$ cat src/rtl/complex_accumulator_pkg.sv
// Shared state encoding and default widths for the complex accumulator.
package complex_acc_pkg;

   localparam int DEF_IN_W  = 17;
   localparam int DEF_LEN_W = 8;

   typedef enum logic [1:0] {
      IDLE  = 2'b00,
      ACCUM = 2'b01,
      HOLD  = 2'b10
   } state_t;

endpackage

$ cat src/rtl/complex_accumulator_if.sv
// Product-in / sum-out handshake bundle of the complex accumulator.
interface complex_accumulator_if
   import complex_acc_pkg::*;
#(
   parameter int IN_W  = DEF_IN_W,
   parameter int LEN_W = DEF_LEN_W
);
   localparam int ACC_W = IN_W + LEN_W;

   logic                    in_val;
   logic                    in_ready;
   logic signed [IN_W-1:0]  in_re;
   logic signed [IN_W-1:0]  in_im;
   logic [LEN_W-1:0]        acc_len;
   logic                    out_val;
   logic                    out_ready;
   logic signed [ACC_W-1:0] out_re;
   logic signed [ACC_W-1:0] out_im;

   // the accumulator side
   modport slave (
      input  in_val, in_re, in_im, acc_len, out_ready,
      output in_ready, out_val, out_re, out_im
   );

   // producer/consumer side
   modport master (
      output in_val, in_re, in_im, acc_len, out_ready,
      input  in_ready, out_val, out_re, out_im
   );
endinterface

$ cat src/rtl/complex_accumulator_lane.sv
// One signed accumulator register: clear, load (sign-extended) or add.
module complex_acc_lane #(
   parameter int IN_W  = 17,
   parameter int ACC_W = 25
) (
   input  logic             clk,
   input  logic             rstn,
   input  logic             clr,
   input  logic             load,
   input  logic             add,
   input  logic [IN_W-1:0]  din,
   output logic [ACC_W-1:0] q
);
   logic [ACC_W-1:0] din_ext;

   assign din_ext = {{(ACC_W-IN_W){din[IN_W-1]}}, din};

   // clear wins over load, load over add; otherwise hold
   always_ff @(posedge clk or negedge rstn) begin
      if (!rstn)     q <= '0;
      else if (clr)  q <= '0;
      else if (load) q <= din_ext;
      else if (add)  q <= q + din_ext;
   end
endmodule

$ cat src/rtl/complex_accumulator.sv
// Sums bursts of acc_len complex products into one registered complex result.
module complex_accumulator
   import complex_acc_pkg::*;
#(
   parameter int IN_W  = DEF_IN_W,
   parameter int LEN_W = DEF_LEN_W
) (
   input  logic                   clk,
   input  logic                   rstn,
   input  logic                   sw_rst,
   complex_accumulator_if.slave   bus
);
   localparam int ACC_W = IN_W + LEN_W;
   localparam int LANES = 2;  // 0 = real, 1 = imaginary

   state_t                        state_q, state_d;
   logic [LEN_W-1:0]              cnt_q, len_q, eff_len;
   logic                          beat, last, clr, load, add;
   logic [LANES-1:0][IN_W-1:0]    din;
   logic [LANES-1:0][ACC_W-1:0]   acc;

   // handshake outputs decode the state register only
   assign bus.in_ready = (state_q != HOLD);
   assign bus.out_val  = (state_q == HOLD);

   assign beat    = bus.in_val && bus.in_ready;
   assign eff_len = (bus.acc_len == '0) ? LEN_W'(1) : bus.acc_len;
   assign last    = ((cnt_q + 1'b1) == len_q);

   // next state and lane controls
   always_comb begin
      state_d = state_q;
      clr     = sw_rst;
      load    = 1'b0;
      add     = 1'b0;
      case (state_q)
         IDLE: if (beat) begin
            load    = 1'b1;
            state_d = (eff_len == LEN_W'(1)) ? HOLD : ACCUM;
         end
         ACCUM: if (beat) begin
            add = 1'b1;
            if (last) state_d = HOLD;
         end
         HOLD: if (bus.out_ready) begin
            clr     = 1'b1;
            state_d = IDLE;
         end
         default: state_d = IDLE;
      endcase
      if (sw_rst) state_d = IDLE;
   end

   // state register
   always_ff @(posedge clk or negedge rstn) begin
      if (!rstn) state_q <= IDLE;
      else       state_q <= state_d;
   end

   // beat counter and burst length captured on the first beat
   always_ff @(posedge clk or negedge rstn) begin
      if (!rstn) begin
         cnt_q <= '0;
         len_q <= '0;
      end else if (sw_rst) begin
         cnt_q <= '0;
         len_q <= '0;
      end else if (state_q == IDLE && beat) begin
         cnt_q <= LEN_W'(1);
         len_q <= eff_len;
      end else if (state_q == ACCUM && beat) begin
         cnt_q <= cnt_q + 1'b1;
      end else if (state_q == HOLD && bus.out_ready) begin
         cnt_q <= '0;
      end
   end

   assign din[0] = bus.in_re;
   assign din[1] = bus.in_im;

   for (genvar l = 0; l < LANES; l++) begin : g_lane
      complex_acc_lane #(.IN_W(IN_W), .ACC_W(ACC_W)) u_lane (
         .clk  (clk),
         .rstn (rstn),
         .clr  (clr),
         .load (load),
         .add  (add),
         .din  (din[l]),
         .q    (acc[l])
      );
   end

   assign bus.out_re = acc[0];
   assign bus.out_im = acc[1];
endmodule
$ cat src/flat_wrapper.sv
// flat-port wrapper written by rule: the top's interface ports become plain ports
module complex_accumulator_flat import complex_acc_pkg::*;
#(
   parameter int IN_W  = DEF_IN_W,
   parameter int LEN_W = DEF_LEN_W
)
  (clk, rstn, sw_rst, bus_in_val, bus_in_re, bus_in_im, bus_acc_len, bus_out_ready, bus_in_ready, bus_out_val, bus_out_re, bus_out_im);
  complex_accumulator_if #(.IN_W(IN_W), .LEN_W(LEN_W)) bus_i ();
  input  logic clk;
  input  logic rstn;
  input  logic sw_rst;
  input wire logic [$bits(bus_i.in_val)-1:0] bus_in_val;
  input wire logic [$bits(bus_i.in_re)-1:0] bus_in_re;
  input wire logic [$bits(bus_i.in_im)-1:0] bus_in_im;
  input wire logic [$bits(bus_i.acc_len)-1:0] bus_acc_len;
  input wire logic [$bits(bus_i.out_ready)-1:0] bus_out_ready;
  output wire logic [$bits(bus_i.in_ready)-1:0] bus_in_ready;
  output wire logic [$bits(bus_i.out_val)-1:0] bus_out_val;
  output wire logic [$bits(bus_i.out_re)-1:0] bus_out_re;
  output wire logic [$bits(bus_i.out_im)-1:0] bus_out_im;
  assign bus_i.in_val = bus_in_val;
  assign bus_i.in_re = bus_in_re;
  assign bus_i.in_im = bus_in_im;
  assign bus_i.acc_len = bus_acc_len;
  assign bus_i.out_ready = bus_out_ready;
  assign bus_in_ready = bus_i.in_ready;
  assign bus_out_val = bus_i.out_val;
  assign bus_out_re = bus_i.out_re;
  assign bus_out_im = bus_i.out_im;
  complex_accumulator #(.IN_W(IN_W), .LEN_W(LEN_W)) u_core (.clk(clk), .rstn(rstn), .sw_rst(sw_rst), .bus(bus_i));
endmodule
$ cat config.mk
export PLATFORM = sky130hd
export DESIGN_NAME = complex_accumulator_flat
export DESIGN_NICKNAME = d
export VERILOG_FILES = /design/src/rtl/complex_accumulator_pkg.sv /design/src/rtl/complex_accumulator_if.sv /design/src/rtl/complex_accumulator_lane.sv /design/src/rtl/complex_accumulator.sv /design/src/flat_wrapper.sv
export SDC_FILE = /design/constraint.sdc
export NUM_CORES = 1
export LEC_CHECK = 0
export ABC_AREA = 1
export BUFFER_PORTS_ARGS = -buffer_cell sky130_fd_sc_hd__buf_2
export CORE_AREA = 4 4 112 157
export DETAILED_ROUTE_END_ITERATION = 8
export DIE_AREA = 0 0 116 161
export GPL_ROUTABILITY_DRIVEN = 0
export GPL_TIMING_DRIVEN = 0
export PLACE_DENSITY = 0.55
export SLEW_MARGIN = 10
export SYNTH_ARGS = -nofsm -noshare
export SYNTH_HDL_FRONTEND = slang
export SYNTH_SLANG_ARGS = --single-unit
$ cat constraint.sdc
create_clock -name clk -period 3.8 [get_ports clk]
set_input_delay 0.38 -clock clk [delete_from_list [all_inputs] [get_ports clk]]
set_output_delay 0.38 -clock clk [all_outputs]
set_load 0.1 [all_outputs]
==> impl_metrics.toml <==
[placed_design]
place_inst = 1325
hpwl_um = 16250
placed_area_sq_um = 7144
io_buffers = 98

[final_layout]
drive_gt1_share_pct = 11.99
stdcell_area_sq_um = 7472
num_antenna_cells = 0
fin_nets = 1236
areaGrowthSynthToFinish_pct = 17.21
layout.cells.non_filler = 1342

[detailed_routing]
routedWlPerCell_um = 14.94
top_layer = "met4"
met3_length_um = 876
routed_wl_um = 20050
dr.first_iter.drc_count = 463
via_per_inst = 5.008
first_pass_iters = 7
route.detailed.drc = 0
drt-met1-wl_um = 9262
vias = 6721
routed-wl-met2_um = 9503
ant_nets = 0

[sta]
period_needed_ps = 2225
rsz0062_at_grt = "no"
tightest_slew_ps = 719.0
maxSlewHeadroom_pct = 52.06
slew_viol_final = 0
fmax_mhz = 449.3
setup_viol_count_final = 0
hold_viol_final = 0
skew_ps = 11.90
layout_worst_path_cycle_share_pct = 58.57
fin_tns_setup_ps = 0

[synth]
yosys_register_bits = 68
synthMostInstantiatedCell = "nand2_1"
yosysTopAreaCell = "dfrtp_1"
synthTopCellsByArea = "dfrtp_1, nand2_1, ha_1"
ys_types = 40
synth_cells = 1027
synth_edf_count = 0
netlist_area_sq_um = 6375
ys_seq_area_share_pct = 26.69
syn_area_per_cell_sq_um = 6.207
async_flop_share_pct = 100.0
synth_fp_nets = 1125
synth_top_cell_area_share_pct = 26.69
yosys_warnings = 0
synthTopCellsByCount = "nand2_1, inv_1, nor2_1, nand3_1, dfrtp_1"
ys.flop_type = "dfrtp_1"

[clock_tree]
cts_buffers = 9
post_cts_resized = 0
cts_max_path_buffers = 2
htreeDepth = 3
cts_tree = "built"
clk_latency_ps = 350
root_buffer = "clkbuf_16"
cts.clk_slew.worst_paths_ps = 70
clock-sinks = 68

[global_route]
grt-ovfl-total = 0
grt_pass1_vias = 6439
antenna_found_initial = 0
grt_pass1_wl_um = 32950
grt_use_total_pct = 22.29
grt_max_degree = 48

[worst_setup_path]
crit_path_end_kind = "flip-flop"
worstSetupPathType = "flip-flop to flip-flop"
critPathArrivalTime_ps = 2470
crit_fanout = 4
crit_required_ps = 4040
r2r_slack_ps = 1570
startpoint_type = "flip-flop"

[pwr]
power_density_nw_per_um2 = 971.0
peakVddDrop_uv = 532.4
power.leakage_uw = 0.004234

[floorplan]
die-height_um = 161
die_x_um = 116
rows = 55
initial_core_util_pct = 39.59
die_area_sq_um = 18680
io-pin-count = 99
coreArea_sq_um = 16100

[run_status]
outcome = "finished clean"

[min_path]
hp-class = "input port to flip-flop"

[job]
cap_violations = 0
-- layer usage --
| layer | up-vias | GRT usage, % |
|---|---|---|
| met5 | - | 0 |
| met3 | 23 | 2.286 |
| li1 | 3522 | - |
| met1 | 2990 | 30.13 |
| met4 | 0 | 6.966 |
| met2 | 186 | 37.17 |
-- registers in the layout, indices dropped and copies added (netlist names) --
name,flops
u_core.state_q,2
u_core.len_q,8
u_core.g_lane.u_lane.q,50
u_core.cnt_q,8
-- cells by family after synthesis --
kind of cell | after synthesis | synth area share, %
AND/OR/NAND/NOR | 611 | 39.39
multiplexers | 6 | 0.9421
buffers and inverters | 148 | 9.126
AO/OA/AOI/OAI | 119 | 10.30
XOR/XNOR | 24 | 3.297
flip-flops | 68 | 26.69
adder cells (fa/ha/maj) | 51 | 10.25
-- worst paths after layout --
| check | startpoint | to | cells past startpoint |
|---|---|---|---|
| max | u_core.g_lane[1].u_lane.q[0] | u_core.g_lane[1].u_lane.q[18] | 14 |
| min | bus_acc_len[2] | u_core.len_q[2] | 3 |
| max reg2reg | u_core.g_lane[1].u_lane.q[0] | u_core.g_lane[1].u_lane.q[18] | 14 |
| min reg2reg | u_core.g_lane[0].u_lane.q[0] | u_core.g_lane[0].u_lane.q[0] | 2 |
| max in group asynchronous | rstn | u_core.g_lane[0].u_lane.q[10] | 3 |
| min in group asynchronous | rstn | u_core.g_lane[1].u_lane.q[8] | 2 |
-- where the power goes --
part           internal, uW  leakage (uW)  switching (uW)
clock                   576      0.000149             366
combinational          1230       0.00319            3850
sequential              989      0.000891             248
-- placed cells by master (no fill, tap or decap), types with 5 or more instances in the layout --
master,Yosys,final
nand2_1,370,370
inv_1,130,130
nor2_1,110,110
buf_2,7,104
nand3_1,88,88
dfrtp_1,68,68
ha_1,49,49
a21oi_1,46,46
o21ai_0,43,43
xor2_1,20,20
nand4_1,17,17
nor3_1,9,9
clkbuf_16,0,9
o21ai_1,7,7
o22ai_1,7,7
mux2i_1,6,6
o21bai_1,6,6
clkbuf_1,4,5
-- per-stage QoR --
step	hold WS [ps]	power, uW	worst slack, ps	utilization, %
2_1_floorplan	84.41	5280	1387	-
3_3_place_gp	497.1	6322	1466	44.18
3_5_place_dp	305.7	6340	1461	44.37
4_1_cts	294.2	7315	1541	46.40
5_1_grt	327.0	7862	1364	46.40
6_report	303.7	7255	1575	46.40
-- critical path, cell delays in order, from the launching register on --
cell,delay [ps]
dfrtp_1,400
ha_1,240
fa_1,410
nand2_1,80
nand3_1,130
nand3_1,110
nand2_1,140
nand2_1,90
nand2_1,100
nand2_1,120
nand2_1,60
nand2_1,50
nand3_1,60
nand2_1,80
nand2_1,50
-- area by class of cell --
class	instances	area (sq um)
multi-input combinational	811	4091
buffer	15	80.08
sequential	68	1702
fill	1762	8631
tap	199	249.0
inverter	133	501.7
clock inverter	6	88.84
timing repair buffer	100	530.5
clock buffer	10	229.0
-- timing repair --
item	CTS	global route
hold endpoints to repair	21	0
hold buffers	1	0
setup buffers	0	0
Power figures use the tool's default switching activity.
